==> src/rtl/counter_pkg.sv <==
// Shared types and helpers for tick-based countdown timers.
// Prescaler sizing lives here so the display-refresh logic can reuse it.
package counter_pkg;

  typedef enum logic [1:0] {
    IDLE  = 2'd0,
    RUN   = 2'd1,
    PAUSE = 2'd2,
    DONE  = 2'd3
  } cd_state_t;

  function automatic int div_of(input int clk_hz, input int tick_hz);
    return clk_hz / tick_hz;
  endfunction

  function automatic int presc_w(input int div);
    return (div < 2) ? 1 : $clog2(div);
  endfunction

endpackage

==> src/rtl/tick_prescaler.sv <==
// Gated prescaler: counts 0..DIV-1 while enabled, holds otherwise, clr zeroes it.
// tick is a pure decode of the count register, so it is glitch-free.
module tick_prescaler
  import counter_pkg::*;
#(
  parameter int DIV = 10
) (
  input  logic clk,
  input  logic rst,
  input  logic en,
  input  logic clr,
  output logic tick
);

  localparam int W = presc_w(DIV);

  logic [W-1:0] r_cnt;

  assign tick = (r_cnt == W'(DIV - 1));

  always_ff @(posedge clk) begin
    if (rst || clr) begin
      r_cnt <= '0;
    end else if (en) begin
      r_cnt <= tick ? '0 : r_cnt + W'(1);
    end
  end

endmodule

==> src/rtl/countdown_sequencer.sv <==
// Countdown controller: load / run / pause / expire life cycle around a gated tick prescaler.
// Holds only the FSM and the remaining-ticks register; timing phase lives in the prescaler.
module countdown_sequencer
  import counter_pkg::*;
#(
  parameter int CLK_HZ  = 100_000_000,
  parameter int TICK_HZ = 100,
  parameter int CNT_W   = 16
) (
  input  logic             clk,
  input  logic             rst,
  input  logic             start,
  input  logic [CNT_W-1:0] load_val,
  input  logic             pause_tog,
  input  logic             cancel,
  output logic [CNT_W-1:0] remaining,
  output logic             busy,
  output logic             paused,
  output logic             expired,
  output logic             done,
  output logic             tick
);

  localparam int DIV = div_of(CLK_HZ, TICK_HZ);

  cd_state_t        r_state;
  cd_state_t        w_state_next;
  logic [CNT_W-1:0] r_remaining;
  logic [CNT_W-1:0] w_rem_next;
  logic             r_zero_done;
  logic             w_zero_next;
  logic             r_busy;
  logic             r_paused;
  logic             r_expired;
  logic             w_presc_tick;
  logic             w_presc_en;
  logic             w_presc_clr;
  logic             w_tick;

  // A pause landing on the wrap cycle freezes the prescaler at DIV-1 so the
  // dropped tick fires on the first RUN cycle after resume.
  assign w_presc_en  = (r_state == RUN) && !(pause_tog && w_presc_tick);
  assign w_presc_clr = cancel || start || (r_state == IDLE) || (r_state == DONE);

  tick_prescaler #(
    .DIV (DIV)
  ) u_prescaler (
    .clk  (clk),
    .rst  (rst),
    .en   (w_presc_en),
    .clr  (w_presc_clr),
    .tick (w_presc_tick)
  );

  assign w_tick = (r_state == RUN) && w_presc_tick;

  always_comb begin
    w_state_next = r_state;
    w_rem_next   = r_remaining;
    w_zero_next  = 1'b0;
    if (cancel) begin
      w_state_next = IDLE;
      w_rem_next   = '0;
    end else if (start) begin
      w_rem_next = load_val;
      if (load_val != '0) begin
        w_state_next = RUN;
      end else begin
        w_state_next = DONE;
        w_zero_next  = 1'b1;
      end
    end else if (pause_tog && (r_state == RUN)) begin
      w_state_next = PAUSE;
    end else if (pause_tog && (r_state == PAUSE)) begin
      w_state_next = RUN;
    end else if (w_tick && (r_remaining != '0)) begin
      w_rem_next = r_remaining - CNT_W'(1);
      if (r_remaining == CNT_W'(1)) begin
        w_state_next = DONE;
      end
    end
  end

  always_ff @(posedge clk) begin
    if (rst) begin
      r_state     <= IDLE;
      r_remaining <= '0;
      r_zero_done <= 1'b0;
      r_busy      <= 1'b0;
      r_paused    <= 1'b0;
      r_expired   <= 1'b0;
    end else begin
      r_state     <= w_state_next;
      r_remaining <= w_rem_next;
      r_zero_done <= w_zero_next;
      r_busy      <= (w_state_next == RUN) || (w_state_next == PAUSE);
      r_paused    <= (w_state_next == PAUSE);
      r_expired   <= (w_state_next == DONE);
    end
  end

  // Terminal tick pulses done in the tick cycle; a zero-length load pulses it
  // in the first DONE cycle via r_zero_done.
  assign done      = (w_tick && (r_remaining == CNT_W'(1))) || r_zero_done;
  assign tick      = w_tick;
  assign remaining = r_remaining;
  assign busy      = r_busy;
  assign paused    = r_paused;
  assign expired   = r_expired;

endmodule

==> config.mk <==
export PLATFORM = sky130hd
export DESIGN_NAME = countdown_sequencer
export DESIGN_NICKNAME = d
export VERILOG_FILES = /design/src/rtl/counter_pkg.sv /design/src/rtl/tick_prescaler.sv /design/src/rtl/countdown_sequencer.sv
export SDC_FILE = /design/constraint.sdc
export NUM_CORES = 1
export LEC_CHECK = 0
export ABC_AREA = 0
export BUFFER_PORTS_ARGS = -buffer_cell sky130_fd_sc_hd__clkbuf_2
export CAP_MARGIN = 20
export CORE_MARGIN = 2
export CORE_UTILIZATION = 56
export CTS_CLUSTER_SIZE = 14
export DETAILED_ROUTE_END_ITERATION = 12
export GPL_ROUTABILITY_DRIVEN = 0
export PLACE_DENSITY = 0.8
export SLEW_MARGIN = 25
export SYNTH_ARGS = -nofsm -noshare
export SYNTH_HDL_FRONTEND = slang
export SYNTH_SLANG_ARGS = --single-unit
export TNS_END_PERCENT = 30
==> constraint.sdc <==
create_clock -name clk -period 3.6 [get_ports clk]
set_input_delay 0.54 -clock clk [delete_from_list [all_inputs] [get_ports clk]]
set_output_delay 0.54 -clock clk [all_outputs]
set_load 0.01 [all_outputs]
==> flow_summary.ini, run 1 <==
[die]
io_pins = 42
start_util_pct = 58.8
die_area_sq_um = 4800
rows = 23
die_h_um = 69.3
dieWidth_um = 69.3
core_sq_um = 4060

[global_routing]
antenna_found_initial = 0
grt_start_max_net_pins = 26
grt_pass1_wl_um = 9630
grt_pass1_vias = 2168
grt_util_all_layers_pct = 24.0
grt_overflow = 0

[worst_setup_path]
reg2reg_slack_ns = 0.88
cp_max_fo = 23
path_depth = 6
cp.arrival_ns = 2.23
crit_path_end_kind = output port
crit_path_start = u_prescaler.r_cnt[0]
reg2reg_depth = 8
cp_data_required_time_ns = 3.06
path_cells = ha_1 -> nand3_2 -> or3_4 -> or2_4 -> o31ai_1 -> clkbuf_2
slowest_delay_ns = 0.43
reg2reg_to = busy
reg2reg_from = u_prescaler.r_cnt[0]
cp_slowest_cell = or3_4
critical_path.top_delay_family = simple AND/OR/NAND/NOR gates
worstSetupStartpointType = flip-flop
crit_buf_inv = 1
path_class = reg -> out

[yosys]
synth_area_per_cell_sq_um = 8.04
synthArstFlopShare_pct = 0
netlist_area_sq_um = 2390
yosysWarnings = 0
synth_edf_count = 0
syn-num-nets = 324
synth_flop_cell = dfxtp_1
yosysUniqueCellTypes = 47
ys_ff_latch = 42
ys_seq_area_share_pct = 35.2
postSynthCellCount = 297

[worst_hold_path]
min_from = rst
hold_path_class = in -> reg
holdPathStages = 2
min_to = busy

[layout]
fin_area_sq_um = 2730
syn2layout_area_growth_pct = 14.3
layout.nets = 362
antenna_cells = 0
final_common_cell = dfxtp_1
final_cell_mix = 42 x dfxtp_1, 41 x clkbuf_2, 37 x nor2_1
drive_gt1_share_pct = 18.8

[detailed_routing]
drc = 0
met3_length_um = 311
wl_per_cell_um = 14.9
via_count = 2345
met1_length_um = 2600
firstDrtPassIters = 4
ant_nets = 0
viasPerCell = 6.08
drt_iter0_markers = 106
wl_met2_um = 2770
top_layer = met4
finalWirelength_um = 5750

[pwr]
leakage_nw = 0.978
ir_worst_vdd_mv = 0.188
p_per_area_nw_per_um2 = 355

[placement]
place_area_sq_um = 2620
io_buffers = 41
hpwlAfterDp_um = 4230

[timing]
tns_ns = 0
maxSlewViolCount = 0
rsz0062_at_grt = false
setup_violations = 0
slew_headroom_pct = 37.6
max_slew.worst_pin.slew_ns = 0.928
period_share_pct = 77.0
finClkSkew_ns = 0.00392
max_clock_freq_mhz = 361
layout_min_cycle_time_ns = 2.77
hold_viol_final = 0

[cts]
post_cts.repair.setup_buffers = 0
cts-root-buf = clkbuf_8
path_clk_slew_ns = 0.08
cts-resized-gates = 0
cts_tree = built
holdBufCountCts = 0
cts_buffers = 5
htree_levels = 2
cts.sinks = 42
clock_latency_ns = 0.29
clockBufferDepth = 2

[flow_run]
drv_cap = 0

[outcome]
status = complete, no violations
## worst max path at each step
stage | end | slack, ns
after floorplan | busy | 1.04
after global placement | busy | 0.98
after detailed placement | busy | 0.90
after CTS | done | 0.83
after global routing | done | 0.66
final | done | 0.83
## cell families after synthesis
logic type                 synth area share [%]
DFF                                        35.2
buffers and inverters                      3.67
muxes                                     0.891
xor gates and xnor gates                   6.60
AOI/OAI and AO/OA                          15.1
adders and majority gates                  3.14
and+or+nand+nor                            35.3
## power breakdown
| part | total (W) | switching (W) | internal (W) |
|---|---|---|---|
| clock network | 0.000372 | 0.000167 | 0.000204 |
| registers | 0.000485 | 0.0000124 | 0.000473 |
| logic | 0.000111 | 0.0000700 | 0.0000407 |
| total | 0.000968 | 0.000250 | 0.000718 |
## cell usage after synthesis, types with 5 or more instances
library cell   n  area [sq um]
a211oi_1       5          37.5
a31oi_1        8          50.1
clkbuf_1      10          37.5
dfxtp_1       42           841
ha_1           6          75.1
inv_1          8          30.0
nand2_1       17          63.8
nand3_1       16          80.1
nand4_1        7          43.8
nor2_1        37           139
nor3_1         7          35.0
nor4_1        15          93.8
nor4b_1        6          52.6
o21ai_0       20           100
o31ai_1        8          60.1
or2_2          5          31.3
or3_1          8          50.1
or4_1          9          67.6
xnor2_1        5          43.8
xor2_1        13           114
## state kept, by name, summed over array words and instances, names as in the netlist
register / count
busy: 1
expired: 1
paused: 1
r_state: 2
r_zero_done: 1
remaining: 16
u_prescaler.r_cnt: 20
## metal layers
layer	track usage, %	vias to the layer above
met5	0	-
met4	6.10	0
met3	5.23	7
met2	41.0	75
met1	30.6	1083
li1	-	1180
## worst register-to-register path: cells and delay by family (launching register included)
family | cells | cell delay, ns
AND/OR/NAND/NOR | 5 | 1.46
adder cells (fa/ha/maj) | 2 | 0.50
flip-flops | 1 | 0.41
AO/OA/AOI/OAI | 1 | 0.30
## per-stage QoR
| step | utilization (%) | worst slack (ns) | instances | hold WS, ns | total power [W] |
|---|---|---|---|---|---|
| 2_1_floorplan | - | 1.04 | 297 | 0.468 | 0.000563 |
| 6_report | 67.3 | 0.827 | 386 | 0.459 | 0.000968 |
| 4_1_cts | 67.3 | 0.829 | 386 | 0.456 | 0.000969 |
| 5_1_grt | 67.3 | 0.664 | 386 | 0.464 | 0.00101 |
| 3_5_place_dp | 64.6 | 0.902 | 378 | 0.504 | 0.000604 |
| 3_3_place_gp | 64.6 | 0.980 | 378 | 0.497 | 0.000603 |
## area by class of cell
class / instances / area (sq um)
clock inverter: 3 / 40.0
inverter: 8 / 30.0
timing repair buffer: 44 / 228
tap: 50 / 62.6
sequential: 42 / 841
fill: 362 / 1330
clock buffer: 5 / 68.8
multi-input combinational: 234 / 1460
No activity file was read; power rests on OpenSTA's default activity.
==> run 2, diff against run 1 <==
Settings changed: CORE_UTILIZATION 56 to 50, PLACE_DENSITY 0.8 to 0.75.
Clock period 3.6 ns to 2.3 ns, I/O delays scaled along.
==> flow_summary.ini, run 2 (synthesis results as in run 1) <==
[timing]
tns_ns = 0
max_slew.worst_pin.slew_ns = 0.491
setup_violations = 0
finClkSkew_ns = 0.00662
slew_headroom_pct = 67.0
layout_min_cycle_time_ns = 2.29
timing.final.ws_setup_ns = 0.00905
rsz0062_at_grt = true
period_share_pct = 99.6
maxSlewViolCount = 0
max_clock_freq_mhz = 436
hold_viol_final = 0

[layout]
final_common_cell = buf_4
largest_reg_flops = 20
antenna_cells = 0
syn2layout_area_growth_pct = 32.9
regMostFlops = u_prescaler.r_cnt
final_cell_mix = 48 x buf_4, 41 x clkbuf_2, 40 x dfxtp_1
layout.nets = 409
layout.cells.non_filler = 437
drive_gt1_share_pct = 30.8

[cts]
clockBufferDepth = 2
cts-root-buf = clkbuf_8
cts_buffers = 5
cts.sinks = 42
cts_tree = built
clock_latency_ns = 0.30
htree_levels = 2
path_clk_slew_ns = 0.09

[worst_hold_path]
min_from = rst
min_to = busy
holdPathStages = 2
hold_path_class = in -> reg

[global_routing]
grt_util_all_layers_pct = 26.0
grt_pass1_vias = 2416
grt_overflow = 0
grt_start_max_net_pins = 19
grt_pass1_wl_um = 10900
antenna_found_initial = 0

[detailed_routing]
finalWirelength_um = 6680
ant_nets = 0
via_count = 2608
firstDrtPassIters = 4
wl_per_cell_um = 15.3
drt_iter0_markers = 128
drc = 0
viasPerCell = 5.97

[placement]
placedCellCount = 426
hpwlAfterDp_um = 4920
io_buffers = 41
preCtsSetupSlack_ns = -0.0290

[die]
io_pins = 42
rows = 25
die_area_sq_um = 5340
die_h_um = 73.1
start_util_pct = 51.2
dieWidth_um = 73.1
core_sq_um = 4660

[worst_setup_path]
crit_buf_inv = 2
cp.arrival_ns = 1.95
critical_path.top_delay_family = simple AND/OR/NAND/NOR gates
crit_path_end_kind = output port
reg2reg_from = u_prescaler.r_cnt[0]
worstSetupStartpointType = flip-flop
reg2reg_depth = 8
cp_max_fo = 3
slowest_delay_ns = 0.37
path_class = reg -> out
reg2reg_to = busy
cp_data_required_time_ns = 1.96
path_cells = ha_4 -> nand3_4 -> or3_4 -> or2_4 -> buf_12 -> o31ai_4 -> clkbuf_2
cp_slowest_cell = dfxtp_4
reg2reg_slack_ns = 0.009
path_depth = 7

[pwr]
ir_worst_vdd_mv = 0.254
leakage_nw = 1.24
p_per_area_nw_per_um2 = 469
total_power_w = 0.00149

[flow_run]
drv_cap = 0

[outcome]
status = complete, no violations
-- run 2: routing by layer --
metal  track usage (%)  wire (um)  vias up
li1                  -          -     1274
met1              31.3       2820     1228
met2              44.6       3320       88
met3              4.70        332       18
met4              11.7        206        0
met5                 0          0        -
-- run 2: how the worst max path moves through the flow --
stage | from | endpoint | slack [ns]
2_1_floorplan | u_prescaler.r_cnt[1] | busy | -0.16
3_3_place_gp | u_prescaler.r_cnt[1] | busy | 0.03
3_5_place_dp | u_prescaler.r_cnt[1] | busy | -0.03
4_1_cts | u_prescaler.r_cnt[0] | done | -0.0007
5_1_grt | u_prescaler.r_cnt[0] | busy | -0.07
6_report | u_prescaler.r_cnt[0] | done | 0.009
-- run 2: cell type report --
| type | instances | area [sq um] |
|---|---|---|
| timing repair buffer | 91 | 618 |
| multi-input combinational | 234 | 1520 |
| sequential | 42 | 846 |
| clock buffer | 6 | 82.6 |
| clock inverter | 2 | 12.5 |
| tap | 54 | 67.6 |
| fill | 390 | 1490 |
| inverter | 8 | 30.0 |
-- run 2: repair_timing --
item / CTS / global route
hold buffers: 0 / 0
pin swaps: 4 / 4
setup endpoints to repair: 2 / 9
setup buffers: 2 / 0
gates resized for setup: 6 / 3
cloned: 1 / 0
endpoints found under the hold margin: 0 / 0
-- run 2: report_power, final --
group	internal [W]	switching [W]	total [W]	leakage [nW]
Sequential	0.000739	0.00000912	0.000748	0.342
Clock	0.000242	0.000271	0.000512	0.0472
Combinational	0.0000931	0.000134	0.000227	0.853
Total	0.00107	0.000414	0.00149	1.24
-- run 2: metrics by stage --
step,utilization (%),hold WS [ns],instance area (sq um)
finish,68.1,0.254,3170
detailed placement,64.1,0.506,2990
floorplan,-,0.412,2420
CTS,67.8,0.255,3160
global placement,64.1,0.502,2990
global route,68.1,0.267,3170
==> run 3, diff against run 2 <==
==> constraint.sdc (replaced) <==
create_clock -name clk -period 2.3 [get_ports clk]
set_input_delay 0.345 -clock clk [delete_from_list [all_inputs] [get_ports clk]]
set_output_delay 0.345 -clock clk [all_outputs]
set_load 0.1 [all_outputs]
==> flow_summary.ini, run 3 (synthesis results as in run 1) <==
[die]
rows = 25
die_h_um = 73.1
dieWidth_um = 73.1
io_pins = 42
die_area_sq_um = 5340
start_util_pct = 51.2
core_sq_um = 4660

[timing]
max_slew.worst_pin.slew_ns = 0.542
whs_ns = 0.249
rsz0062_at_grt = true
finClkSkew_ns = 0.00316
slew_headroom_pct = 63.8
layout_min_cycle_time_ns = 2.36
maxSlewViolCount = 0
timing.final.ws_setup_ns = -0.0648
max_clock_freq_mhz = 423
period_share_pct = 103
setup_violations = 3
hold_viol_final = 0
tns_ns = -0.0953

[global_routing]
grt_pass1_vias = 2391
grt_start_max_net_pins = 19
grt_pass1_wl_um = 10900
grt_util_all_layers_pct = 26.4
antenna_found_initial = 0
grt_overflow = 0

[detailed_routing]
ant_nets = 0
firstDrtPassIters = 4
drt_iter0_markers = 105
wl_per_cell_um = 15.0
drc = 0
via_count = 2575
viasPerCell = 5.91
finalWirelength_um = 6550

[placement]
io_buffers = 41
place_area_sq_um = 3040
placedCellCount = 423
hpwlAfterDp_um = 4880

[outcome]
violations = negative setup slack
status = complete, but fails checks

[layout]
fin_area_sq_um = 3240
regMostFlops = u_prescaler.r_cnt
fill_cells = 375
final_cell_mix = 47 x buf_4, 39 x clkbuf_2, 36 x nor2_1
layout.nets = 408
final_common_cell = buf_4
drive_gt1_share_pct = 36.1
largest_reg_flops = 20
antenna_cells = 0
layout.cells.non_filler = 436
syn2layout_area_growth_pct = 35.6

[worst_setup_path]
crit_path_end_kind = output port
cp_slowest_cell = dfxtp_4
cp_data_required_time_ns = 1.96
crit_buf_inv = 2
crit_path_start = u_prescaler.r_cnt[0]
path_depth = 7
cp_max_fo = 3
slowest_delay_ns = 0.36
path_class = reg -> out
path_cells = ha_4 -> nand3_4 -> or3_4 -> or2_4 -> buf_12 -> o31ai_4 -> buf_12
reg2reg_from = u_prescaler.r_cnt[0]
cp.arrival_ns = 2.02
reg2reg_depth = 8
critical_path.top_delay_family = simple AND/OR/NAND/NOR gates
worstSetupStartpointType = flip-flop
cp_common_cell = buf_12
crit_end = done
reg2reg_to = busy
reg2reg_slack_ns = -0.02

[cts]
clock_latency_ns = 0.30
holdBufCountCts = 0
cts_buffers = 5
cts_tree = built
clockBufferDepth = 2
cts-root-buf = clkbuf_8
path_clk_slew_ns = 0.08
cts.sinks = 42
htree_levels = 2

[flow_run]
drv_cap = 0

[pwr]
p_per_area_nw_per_um2 = 483
total_power_w = 0.00156
leakage_nw = 1.25
ir_worst_vdd_mv = 0.310

[worst_hold_path]
hold_path_class = in -> reg
==> run 3: how the worst min path moves through the flow <==
stage | from | to | depth (start not counted)
2_1_floorplan | rst | busy | 1
4_1_cts | rst | busy | 2
5_1_grt | rst | expired | 2
3_5_place_dp | remaining[13] | remaining[13] | 2
3_3_place_gp | remaining[13] | remaining[13] | 2
6_report | rst | busy | 2
==> run 3: power breakdown <==
part	leakage (nW)	internal [W]	total, W	switching [W]
Clock	0.0472	0.000242	0.000510	0.000268
Sequential	0.349	0.000740	0.000753	0.0000131
Combinational	0.853	0.0000868	0.000300	0.000214
==> run 3: timing repair <==
item                       CTS  global route
resized for setup            6             3
cloned                       1             0
setup endpoints to repair    5            10
pin swaps                    4             3
setup buffers                2             2
==> run 3: cell type report <==
cell class	instances	area, sq um	area share, %
well taps	54	67.6	2.09
multi-input cells	234	1530	47.4
repair buffers	90	641	19.8
flip-flops and latches	42	871	26.9
clock inverters	2	12.5	0.386
clock buffers	6	82.6	2.55
inverters	8	30.0	0.927
==> run 3: routing by layer <==
layer / up-vias / wire length (um) / track usage, %
met1: 1191 / 2760 / 31.7
li1: 1279 / - / -
met4: 0 / 174 / 11.5
met3: 14 / 337 / 4.42
met5: - / 0 / 0
met2: 91 / 3280 / 46.0
==> run 3: metrics by stage <==
stage / setup slack, ns / utilization, %
2_1_floorplan: -0.448 / -
3_3_place_gp: -0.0496 / 65.2
3_5_place_dp: -0.159 / 65.2
4_1_cts: -0.0772 / 68.9
5_1_grt: -0.115 / 69.5
6_report: -0.0648 / 69.5
==> run 3: worst register-to-register path, cell delays in order, from the launching register on <==
cell and delay, ns:
dfxtp_4 0.36, ha_4 0.14, nand3_4 0.07, or3_4 0.33, or2_4 0.27, or4_4 0.44
a211oi_4 0.24, ha_2 0.31, nor2_1 0.09
